==> src/rtl/bip_pkg.sv <==
// Shared BIP definitions: loader FSM state encoding, default halt word
// and BIP opcode constants (5-bit opcode, 11-bit operand).
package bip_pkg;

    typedef enum logic [2:0] {
        ST_LOAD,
        ST_WRITE,
        ST_CHECK,
        ST_RUN,
        ST_ERROR
    } state_t;

    localparam logic [15:0] HLT_WORD = 16'h0000;

    localparam logic [4:0] OP_HLT  = 5'b00000;
    localparam logic [4:0] OP_STO  = 5'b00001;
    localparam logic [4:0] OP_LD   = 5'b00010;
    localparam logic [4:0] OP_LDI  = 5'b00011;
    localparam logic [4:0] OP_ADD  = 5'b00100;
    localparam logic [4:0] OP_ADDI = 5'b00101;
    localparam logic [4:0] OP_SUB  = 5'b00110;
    localparam logic [4:0] OP_SUBI = 5'b00111;

endpackage

==> src/rtl/byte_assembler.sv <==
// Packs MSB-first bytes into DATA_WIDTH words.
// Ports: clk, reset (sync, high), rx_data/accept in; word/word_valid out.
// word/word_valid are valid in the cycle the last byte is accepted.
module byte_assembler #(
    parameter int DATA_WIDTH = 16
) (
    input  logic                  clk,
    input  logic                  reset,
    input  logic [7:0]            rx_data,
    input  logic                  accept,
    output logic [DATA_WIDTH-1:0] word,
    output logic                  word_valid
);

    localparam int BYTES = DATA_WIDTH / 8;
    localparam int CW    = (BYTES > 1) ? $clog2(BYTES) : 1;

    generate
        if (BYTES == 1) begin : g_single
            assign word       = rx_data;
            assign word_valid = accept;
        end else begin : g_multi
            logic [DATA_WIDTH-9:0] shreg;
            logic [CW-1:0]         cnt;
            logic                  last;

            assign last       = (cnt == CW'(BYTES - 1));
            assign word       = {shreg, rx_data};
            assign word_valid = accept && last;

            always_ff @(posedge clk) begin
                if (reset) begin
                    shreg <= '0;
                    cnt   <= '0;
                end else if (accept) begin
                    shreg <= word[DATA_WIDTH-9:0];
                    cnt   <= last ? '0 : cnt + 1'b1;
                end
            end
        end
    endgenerate

endmodule

==> src/rtl/bip_program_loader.sv <==
// BIP serial program loader: UART bytes -> program memory, CPU held in
// reset until the halt word is written. Ports: clk, reset, rx_data,
// rx_done in; prog_wr/addr/data, cpu_reset, done, error out (registered).
// Optional BIP_LOADER_CHECKSUM_EN: trailing XOR checksum byte after halt.
module bip_program_loader
    import bip_pkg::*;
#(
    parameter int ADDR_BITS  = 11,
    parameter int DATA_WIDTH = 16,
    parameter logic [DATA_WIDTH-1:0] HALT_WORD = DATA_WIDTH'(HLT_WORD)
) (
    input  logic                  clk,
    input  logic                  reset,
    input  logic [7:0]            rx_data,
    input  logic                  rx_done,
    output logic                  prog_wr,
    output logic [ADDR_BITS-1:0]  prog_addr,
    output logic [DATA_WIDTH-1:0] prog_data,
    output logic                  cpu_reset,
    output logic                  done,
    output logic                  error
);

    localparam logic [ADDR_BITS-1:0] ADDR_MAX = '1;

    state_t                  state, state_n;
    logic [ADDR_BITS-1:0]    addr, addr_n;
    logic                    wr_n, cpu_reset_n, done_n, error_n;
    logic [ADDR_BITS-1:0]    paddr_n;
    logic [DATA_WIDTH-1:0]   pdata_n;
    logic                    accept, word_valid;
    logic [DATA_WIDTH-1:0]   word;
    logic                    is_halt, at_max;

    // prog_data holds the word being written while in WRITE
    assign is_halt = (prog_data == HALT_WORD);
    assign at_max  = (addr == ADDR_MAX);

    // In WRITE, a byte only starts a new word if loading continues
    assign accept = rx_done &&
                    ((state == ST_LOAD) ||
                     ((state == ST_WRITE) && !is_halt && !at_max));

`ifdef BIP_LOADER_CHECKSUM_EN
    logic [7:0] xsum, xsum_n;
    logic       sum_ok;
    assign xsum_n = accept ? (xsum ^ rx_data) : xsum;
    assign sum_ok = (rx_data == xsum);
`endif

    byte_assembler #(
        .DATA_WIDTH(DATA_WIDTH)
    ) u_asm (
        .clk       (clk),
        .reset     (reset),
        .rx_data   (rx_data),
        .accept    (accept),
        .word      (word),
        .word_valid(word_valid)
    );

    always_comb begin
        state_n = state;
        addr_n  = addr;
        wr_n    = 1'b0;
        paddr_n = prog_addr;
        pdata_n = prog_data;
        case (state)
            ST_LOAD: begin
                if (word_valid) begin
                    state_n = ST_WRITE;
                    wr_n    = 1'b1;
                    paddr_n = addr;
                    pdata_n = word;
                end
            end
            ST_WRITE: begin
                if (is_halt) begin
`ifdef BIP_LOADER_CHECKSUM_EN
                    // checksum may already arrive during the halt write
                    if (rx_done)
                        state_n = sum_ok ? ST_RUN : ST_ERROR;
                    else
                        state_n = ST_CHECK;
`else
                    state_n = ST_RUN;
`endif
                end else if (at_max) begin
                    state_n = ST_ERROR;
                end else begin
                    addr_n  = addr + 1'b1;
                    state_n = ST_LOAD;
                    if (word_valid) begin
                        state_n = ST_WRITE;
                        wr_n    = 1'b1;
                        paddr_n = addr + 1'b1;
                        pdata_n = word;
                    end
                end
            end
`ifdef BIP_LOADER_CHECKSUM_EN
            ST_CHECK: begin
                if (rx_done)
                    state_n = sum_ok ? ST_RUN : ST_ERROR;
            end
`endif
            ST_RUN:   state_n = ST_RUN;
            ST_ERROR: state_n = ST_ERROR;
            default:  state_n = ST_ERROR;
        endcase
        cpu_reset_n = (state_n != ST_RUN);
        done_n      = (state_n == ST_RUN);
        error_n     = (state_n == ST_ERROR);
    end

    always_ff @(posedge clk) begin
        if (reset) begin
            state     <= ST_LOAD;
            addr      <= '0;
            prog_wr   <= 1'b0;
            prog_addr <= '0;
            prog_data <= '0;
            cpu_reset <= 1'b1;
            done      <= 1'b0;
            error     <= 1'b0;
        end else begin
            state     <= state_n;
            addr      <= addr_n;
            prog_wr   <= wr_n;
            prog_addr <= paddr_n;
            prog_data <= pdata_n;
            cpu_reset <= cpu_reset_n;
            done      <= done_n;
            error     <= error_n;
        end
    end

`ifdef BIP_LOADER_CHECKSUM_EN
    always_ff @(posedge clk) begin
        if (reset)
            xsum <= '0;
        else
            xsum <= xsum_n;
    end
`endif

endmodule

==> config.mk <==
export PLATFORM = sky130hd
export DESIGN_NAME = bip_program_loader
export DESIGN_NICKNAME = d
export VERILOG_FILES = /design/src/rtl/bip_pkg.sv /design/src/rtl/byte_assembler.sv /design/src/rtl/bip_program_loader.sv
export SDC_FILE = /design/constraint.sdc
export NUM_CORES = 1
export LEC_CHECK = 0
export CAP_MARGIN = 20
export CORE_MARGIN = 2
export CORE_UTILIZATION = 47
export CTS_CLUSTER_SIZE = 28
export DETAILED_ROUTE_END_ITERATION = 8
export GPL_ROUTABILITY_DRIVEN = 0
export PLACE_DENSITY_LB_ADDON = 0.3
export SYNTH_ARGS = -nofsm -noshare
export SYNTH_HDL_FRONTEND = slang
export SYNTH_SLANG_ARGS = --single-unit
export TNS_END_PERCENT = 5
==> constraint.sdc <==
create_clock -name clk -period 1.8 [get_ports clk]
set_clock_uncertainty 0.05 [all_clocks]
set_input_delay 0.36 -clock clk [delete_from_list [all_inputs] [get_ports clk]]
set_output_delay 0.36 -clock clk [all_outputs]
set_load 0.01 [all_outputs]
**Word-level counts from Yosys, hierarchy flattened**

Index checks and enable logic that the tools add are counted.

- Equal/unequal tests: 10
- Add/sub/neg operators: 2
- Reductions and logical operators: 13
- Bitwise operators: 2
- Muxes and demuxes: 19

Operator list:

| cell | number |
|---|---|
| 2-to-1 mux 16 bit | 3 |
| 2-to-1 mux 11 bit | 4 |
| case mux 16 bit (2 select lines) | 1 |
| case mux 11 bit (2 select lines) | 1 |
| logical NOT 16 bit | 1 |
| adder 11 x 1 -> 11 bit (second input constant) | 1 |
| == test 11 bit (second input constant) | 1 |
| 2-to-1 mux 3 bit | 3 |
| case mux 3 bit (3 select lines) | 1 |
| == test 3 x 2 -> 1 bit (second input constant) | 2 |
| AND reduction 3 bit | 2 |
| 2-to-1 mux 1 bit | 5 |
| AND reduction 5 bit | 1 |
| logical AND 1 bit | 4 |
| inequality test 2 x 1 -> 1 bit (second input constant) | 2 |
| inequality test 2 bit (second input constant) | 2 |
| == test 3 x 1 -> 1 bit (second input constant) | 1 |
| == test 3 bit (second input constant) | 1 |
| logical NOT 3 bit | 1 |
| inequality test 3 x 2 -> 1 bit (second input constant) | 1 |
| logical NOT 1 bit | 2 |
| NOT 1 bit | 2 |
| case mux 1 bit (2 select lines) | 1 |
| nonzero test 2 bit | 1 |
| other kinds (2) | 2 |

- Word-level logic and storage cells: 56
- Register bits: 54
- Output and inout port bits: 31

**Logic depth before layout (Yosys ltp)**

Gate-level depths: netlist of run 1.

- Depth after elaboration: 12
- Depth in mapped cells: 8

**Cells and area by module**

From an unflattened synthesis of run 1, not the netlist that was laid out.

- Cell total of the unflattened synthesis: 247
- Area, all modules: 2296.0 um^2

Modules (own cells, without submodules):

| module | instances | area an instance (um^2) | cells an instance | sequential area each (um^2) |
|---|---|---|---|---|
| bip_program_loader | 1 | 1910.6 | 209 | 900.9 |
| byte_assembler | 1 | 385.4 | 38 | 180.2 |

**Least setup slack after synthesis of run 1**

Ideal clock, no wire load.

- Path type: flip-flop to flip-flop
- Start point: register addr[0]
- End point: register addr[1]
- Library setup time: 0.128 ns
- Arrival time: 1.655 ns
- Required time: 1.622 ns
- Buffers on the path: 1
- Slack: -0.033 ns
- Clock period less this slack: 1.833 ns
- Cell stages (with the launch flop): 8
- Cell sequence: dfxtp_1 -> ha_1 -> nand2_1 -> or4_1 -> buf_2 -> nand3_2 -> mux2i_1 -> nor2_1

- Longest elaborated chain between the ends: 3
- Elaborated cells on any way between the ends: 4

Ends and longest elaborated chain:

| element | line | text |
|---|---|---|
| start: declaration | bip_program_loader.sv:27 | `logic [ADDR_BITS-1:0] addr, addr_n;` |
| start signal: assignment | bip_program_loader.sv:128 | `addr <= addr_n;` |
| branches (longest 3 deep; another with adder 11 x 1 -> 11 bit) | - |  |

Several ways; the timed one is not identified.
A chain may end at the register's enable or synchronous reset.

**Final worst setup path of run 1**

- Start point: register prog_data[6]
- End point: register prog_addr[9]

- Longest elaborated chain between the ends: 9
- Elaborated cells on any way between the ends: 11

Ends and longest elaborated chain:

| element | line | text |
|---|---|---|
| start: declaration | bip_program_loader.sv:18 | `output logic [DATA_WIDTH-1:0] prog_data,` |
| start signal: assignment | bip_program_loader.sv:131 | `prog_data <= pdata_n;` |
| logical NOT 16 bit * | bip_program_loader.sv:36 | `assign is_halt = (prog_data == HALT_WORD);` |
| logical NOT 1 bit | bip_program_loader.sv:42 | `((state == ST_WRITE) && !is_halt && !at_max));` |
| logical AND 1 bit (2 in a row) | bip_program_loader.sv:42 |  |
| logical OR 1 bit | bip_program_loader.sv:41 | `((state == ST_LOAD) \|\|` |
| logical AND 1 bit | bip_program_loader.sv:40 | `assign accept = rx_done &&` |
| logical AND 1 bit | byte_assembler.sv:29 | `assign word_valid = accept && last;` |
| inequality test 2 x 1 -> 1 bit (no source line) | - |  |
| AND reduction 5 bit (no source line) * | - |  |
| end signal: assignment | bip_program_loader.sv:130 | `prog_addr <= paddr_n;` |
| end: declaration | bip_program_loader.sv:17 | `output logic [ADDR_BITS-1:0] prog_addr,` |

Every way passes the cells marked *; elsewhere a longest branch is shown, timed or not.

==> results of run 1 <==
-- sequential cells by signal, summed over array words and instances, names as in the netlist --
register	flops
addr	11
cpu_reset	1
done	1
error	1
prog_addr	11
prog_data	16
prog_wr	1
state	3
u_asm.g_multi.cnt	1
u_asm.g_multi.shreg	8
-- cell usage after synthesis, drive strengths merged --
library cell	count	area [um^2]
dfxtp	54	1080
nor2	49	184
mux2i	25	250
nand2	14	52.6
a211oi	13	143
nand3	10	60.1
xnor2	10	87.6
xor2	9	78.8
clkbuf	8	30.0
nor3	7	45.0
nor4	7	80.1
a21oi	6	30.0
buf	6	47.5
and4	3	26.3
inv	3	11.3
nand4	3	18.8
a311oi	1	8.76
and2	1	6.26
ha	1	12.5
nand2b	1	8.76
nand4b	1	8.76
nor3b	1	18.8
o21ai	1	5.00
or3	1	6.26
or3b	1	11.3
or4	1	7.51
-- through the flow --
step | setup TNS (ns) | utilization
after global placement | -2.90 | 0.634
after global routing | -0.883 | 0.700
after detailed placement | -4.31 | 0.634
after CTS | 0 | 0.662
after floorplan | 0 | -
final | -0.0191 | 0.700
-- repair_timing --
item / CTS / global route
setup endpoints to repair: 36 / 38
pin swaps: 1 / 4
setup buffers: 0 / 7
cloned: 0 / 2
gates resized for setup: 5 / 18
-- report_power, final --
group	internal [mW]	total [mW]	switching, mW
registers	1.28	1.33	0.0533
clock network	0.414	0.811	0.397
logic	0.375	0.706	0.331
total	2.06	2.85	0.782
-- cell type report --
class	instances	area [um^2]	share of cell area
clock buffers	5	68.8	0.0207
clock inverters	3	45.0	0.0135
flip-flops and latches	54	1090	0.327
multi-input cells	166	1250	0.375
well taps	67	83.8	0.0252
inverters	3	11.3	0.00338
repair buffers	83	782	0.235
-- logic make-up (layout without fill, tap and decap cells) --
group	after synthesis	in the layout	share of synthesized area
buffers and inverters	17	94	0.0383
multiplexers	25	25	0.108
XOR/XNOR	19	19	0.0717
AO/OA/AOI/OAI	21	21	0.0804
adder cells (fa/ha/maj)	1	1	0.00539
AND/OR/NAND/NOR	100	100	0.230
flip-flops	54	54	0.466
-- how the worst max path moves through the flow --
stage                    to  slack, ns
3_3_place_gp   prog_addr[1]      -0.15
6_report       prog_addr[9]      -0.02
2_1_floorplan       addr[1]       0.02
4_1_cts             addr[1]      0.008
5_1_grt        prog_data[6]      -0.09
3_5_place_dp   prog_addr[1]      -0.21
-- layer usage --
| metal | wire length [um] | track usage |
|---|---|---|
| met5 | 0 | 0 |
| met4 | 91 | 0.0516 |
| met3 | 226 | 0.0474 |
| met2 | 2720 | 0.332 |
| met1 | 2280 | 0.239 |
-- worst max-delay path, stage by stage, from the launching register on --
cell       delay (ns)
dfxtp_1          0.35
nor4_2           0.35
and4_4           0.32
a211oi_4         0.07
buf_6            0.14
clkbuf_16        0.17
nor2_1           0.17
a211oi_2         0.08
==> results.cfg, run 1 <==
[layout]
n_antenna_cell = 0
finalNetCount = 325
fin_area_um2 = 3330
final_common_cell = nor2_1
fin_cells = 381
areaGrowthSynthToFinish_pct = 43.4
layout_common_cells = nor2_1 (49), dfxtp_1 (48), clkdlybuf4s50_1 (39), buf_4 (36), mux2i_1 (24)
drive_gt1_frac = 0.277
fillCellCount = 379

[die]
coreArea_um2 = 4750
chipHeight_um = 74.3
rows = 25
start_util = 0.488
dieArea_um2 = 5510
die_w_um = 74.3
top_level_ports = 42

[timing]
rsz0062_at_grt = true
relSlewSlack = 0.737
hold_slack_ns = 0.345
max_clock_freq_mhz = 550
finalWorstSetupSlack_ns = -0.0191
hold_violations = 0
tightest_slew_ns = 0.390
setup_viol = 1
drv_slew = 0
fin_crit_sh = 1.01
min_period_ns = 1.82

[min_path]
hold_path.class = input pin to register
min_from = reset
min_to = u_asm.g_multi.cnt
hold_path_depth = 2

[drt]
drt_iter0_markers = 65
wl_per_cell_um = 14.0
num_vias = 1953
dr.pass1.iters = 4
wirelength_um = 5320
vias_per_cell = 5.13
drcViolationCount = 0
antenna_left = 0

[critical_path]
rr_endpoint = prog_addr[9]
worstSetupStartpointType = register
crit_fanout = 11
crit_start = prog_data[6]
worstPathRequired_ns = 1.94
r2r_cells = 7
crit_arrival_ns = 1.96
reg2reg_slack_ns = -0.02
endpoint_kind = register
r2r_start = prog_data[6]
crit_type = register to register

[outcome]
outcome = complete, but fails checks
violations = negative setup slack

[job]
cap_violations = 0

[yosys]
syn_area_um2 = 2320
yosysWarnings = 0
yosys.cell_types.count = 33
synthCells = 237
synth_seq_cells = 54
synth.net_count = 249
yosysSeqAreaShare = 0.466
syn_area_per_cell_um2 = 9.79

[placed_design]
dp_cells = 364
placed_area_um2 = 3010
port-buffer-count = 41
dp_slack_ns = -0.210
dp_hpwl_um = 3370

[grt]
overflow = 0
grt_max_degree = 23
grt_usage = 0.192
first_global_vias = 1762
antenna_found_initial = 0
grt_first_pass_wirelength_um = 8110

[clock_tree]
ctsHoldBuffers = 0
cts_root_buffer = clkbuf_8
clock-sinks = 54
clk_pin_slew_ns = 0.10
htreeDepth = 2
clock_latency_ns = 0.31
ctsLongestPathBuffers = 2
cts_buffers = 5
cts_tree = built

[pwr]
powerDensity_nw_per_um2 = 856
ir_drop_uv = 766
power.leakage_nw = 1.27
fin_total_pwr_mw = 2.85
(Power assumes the default switching activity.)
==> run 2: changes to the inputs <==
Settings changed: TNS_END_PERCENT 5 to 1.
==> results of run 2 <==
No change in the layout: final DEF, timing and power equal those of run 1.
==> run 3: changes to the inputs <==
Settings changed: CORE_UTILIZATION 47 to 50, CTS_CLUSTER_SIZE 28 to unset, DONT_BUFFER_PORTS set to 1.
==> results.cfg, run 3 (synthesized netlist as in run 1, its figures left out) <==
[outcome]
outcome = complete, but fails checks
violations = negative setup slack

[critical_path]
cpMostUsedCell = buf_6
crit_arrival_ns = 1.96
cp_cell_sequence = nor4_4, and4_4, buf_6, a211oi_4, buf_6, clkbuf_16, mux2i_1, nor2_1
crit_fanout = 5
crit_start = prog_data[13]
r2r_start = prog_data[13]
critPathSlowestCell = dfxtp_2
critPathMaxStageDelay_ns = 0.35
worstPathRequired_ns = 1.96
crit_type = register to register
endpoint_kind = register
worstSetupStartpointType = register

[timing]
hold_violations = 0
drv_slew = 0
setup_viol = 1
rsz0062_at_grt = true
relSlewSlack = 0.571
min_period_ns = 1.81
max_clock_freq_mhz = 553
finalWorstSetupSlack_ns = -0.00863
fin_crit_sh = 1.00
setup_tns_ns = -0.00863
tightest_slew_ns = 0.641

[layout]
fin_cells = 329
final_common_cell = nor2_1
regArea_um2 = 1100
largest_reg_flops = 16
finalNetCount = 288
multiInputGateArea_um2 = 1280
top_register = prog_data
layout_common_cells = nor2_1 (45), dfxtp_1 (39), buf_4 (39), mux2i_1 (25), dfxtp_2 (15)
drive_gt1_frac = 0.372
reg.largest.list = prog_data (16), addr (11), prog_addr (11)
utilization = 0.683
areaGrowthSynthToFinish_pct = 29.9
n_antenna_cell = 0
fillCellCount = 351

[min_path]
hold_path.class = input pin to register
min_from = reset

[clock_tree]
cts_buffers = 5
clk_pin_slew_ns = 0.10
clock-sinks = 54
htreeDepth = 2
cts_root_buffer = clkbuf_8
ctsLongestPathBuffers = 2
clock_latency_ns = 0.31
cts_tree = built

[die]
rows = 24
chipHeight_um = 72.1
die_w_um = 72.1
start_util = 0.526
dieArea_um2 = 5200
top_level_ports = 42
coreArea_um2 = 4410

[drt]
wl_met1_um = 2160
vias_per_cell = 5.37
drcViolationCount = 0
dr.pass1.iters = 4
highest_layer = met4
antenna_left = 0
drt_iter0_markers = 84
wirelength_um = 5080
wl_met2_um = 2570
num_vias = 1768
met3_wirelength_um = 262
wl_per_cell_um = 15.4

[placed_design]
dp_slack_ns = -0.151
dp_cells = 314
dp_hpwl_um = 3230
port-buffer-count = 0

[pwr]
power.leakage_nw = 1.16
ir_drop_uv = 561
powerDensity_nw_per_um2 = 964

[grt]
grt_first_pass_wirelength_um = 7790
overflow = 0
antenna_found_initial = 0
grt_max_degree = 54
grt_usage = 0.192
first_global_vias = 1727

[job]
cap_violations = 0
run 3: stage by stage:
stage | total power [mW] | hold slack [ns] | instance area, um^2
CTS | 2.82 | 0.0397 | 2830
finish | 2.90 | 0.0474 | 3010
floorplan | 1.68 | 0.410 | 2320
detailed placement | 1.83 | 0.381 | 2650
global route | 3.02 | 0.0375 | 3010
global placement | 1.82 | 0.378 | 2650
run 3: critical path, delay by kind of cell (launching register included):
family | cells | cell delay [ns]
flops | 1 | 0.35
buf+inv | 3 | 0.40
mux | 1 | 0.18
compound gates | 1 | 0.06
simple gates | 3 | 0.66
run 3: cell type report:
type / instances / area share
Inverter: 3 / 0.00374
Multi-Input combinational cell: 166 / 0.424
Tap cell: 52 / 0.0216
Timing Repair Buffer: 46 / 0.138
Clock inverter: 2 / 0.0199
Clock buffer: 6 / 0.0274
Sequential cell: 54 / 0.365
run 3: timing repair:
| item | CTS | global route |
|---|---|---|
| gates cloned | 0 | 3 |
| buffers inserted | 0 | 4 |
| setup endpoints to repair | 28 | 33 |
| resized for setup | 11 | 24 |
| hold buffers | 0 | 0 |
| pin swaps | 1 | 9 |
| endpoints found under the hold margin | 0 | 0 |
run 3: power by group:
part / internal, mW / total [mW] / switching (mW)
combinational: 0.290 / 0.556 / 0.266
sequential: 1.28 / 1.36 / 0.0775
clock: 0.593 / 0.992 / 0.399
total: 2.16 / 2.90 / 0.743
run 3: worst paths after layout:
kind / endpoint / slack (ns) / depth (start not counted)
worst min register to register: u_asm.g_multi.shreg[4] / 0.46 / 2
worst max register to register: prog_data[9] / -0.009 / 8
worst min-delay path: prog_data[2] / 0.05 / 1
worst max-delay path: prog_data[9] / -0.009 / 8
run 3: layer usage:
| metal | vias to the layer above | track usage |
|---|---|---|
| met5 | - | 0 |
| met4 | 0 | 0.0692 |
| met3 | 9 | 0.0583 |
| met2 | 37 | 0.324 |
| met1 | 828 | 0.230 |
| li1 | 894 | - |
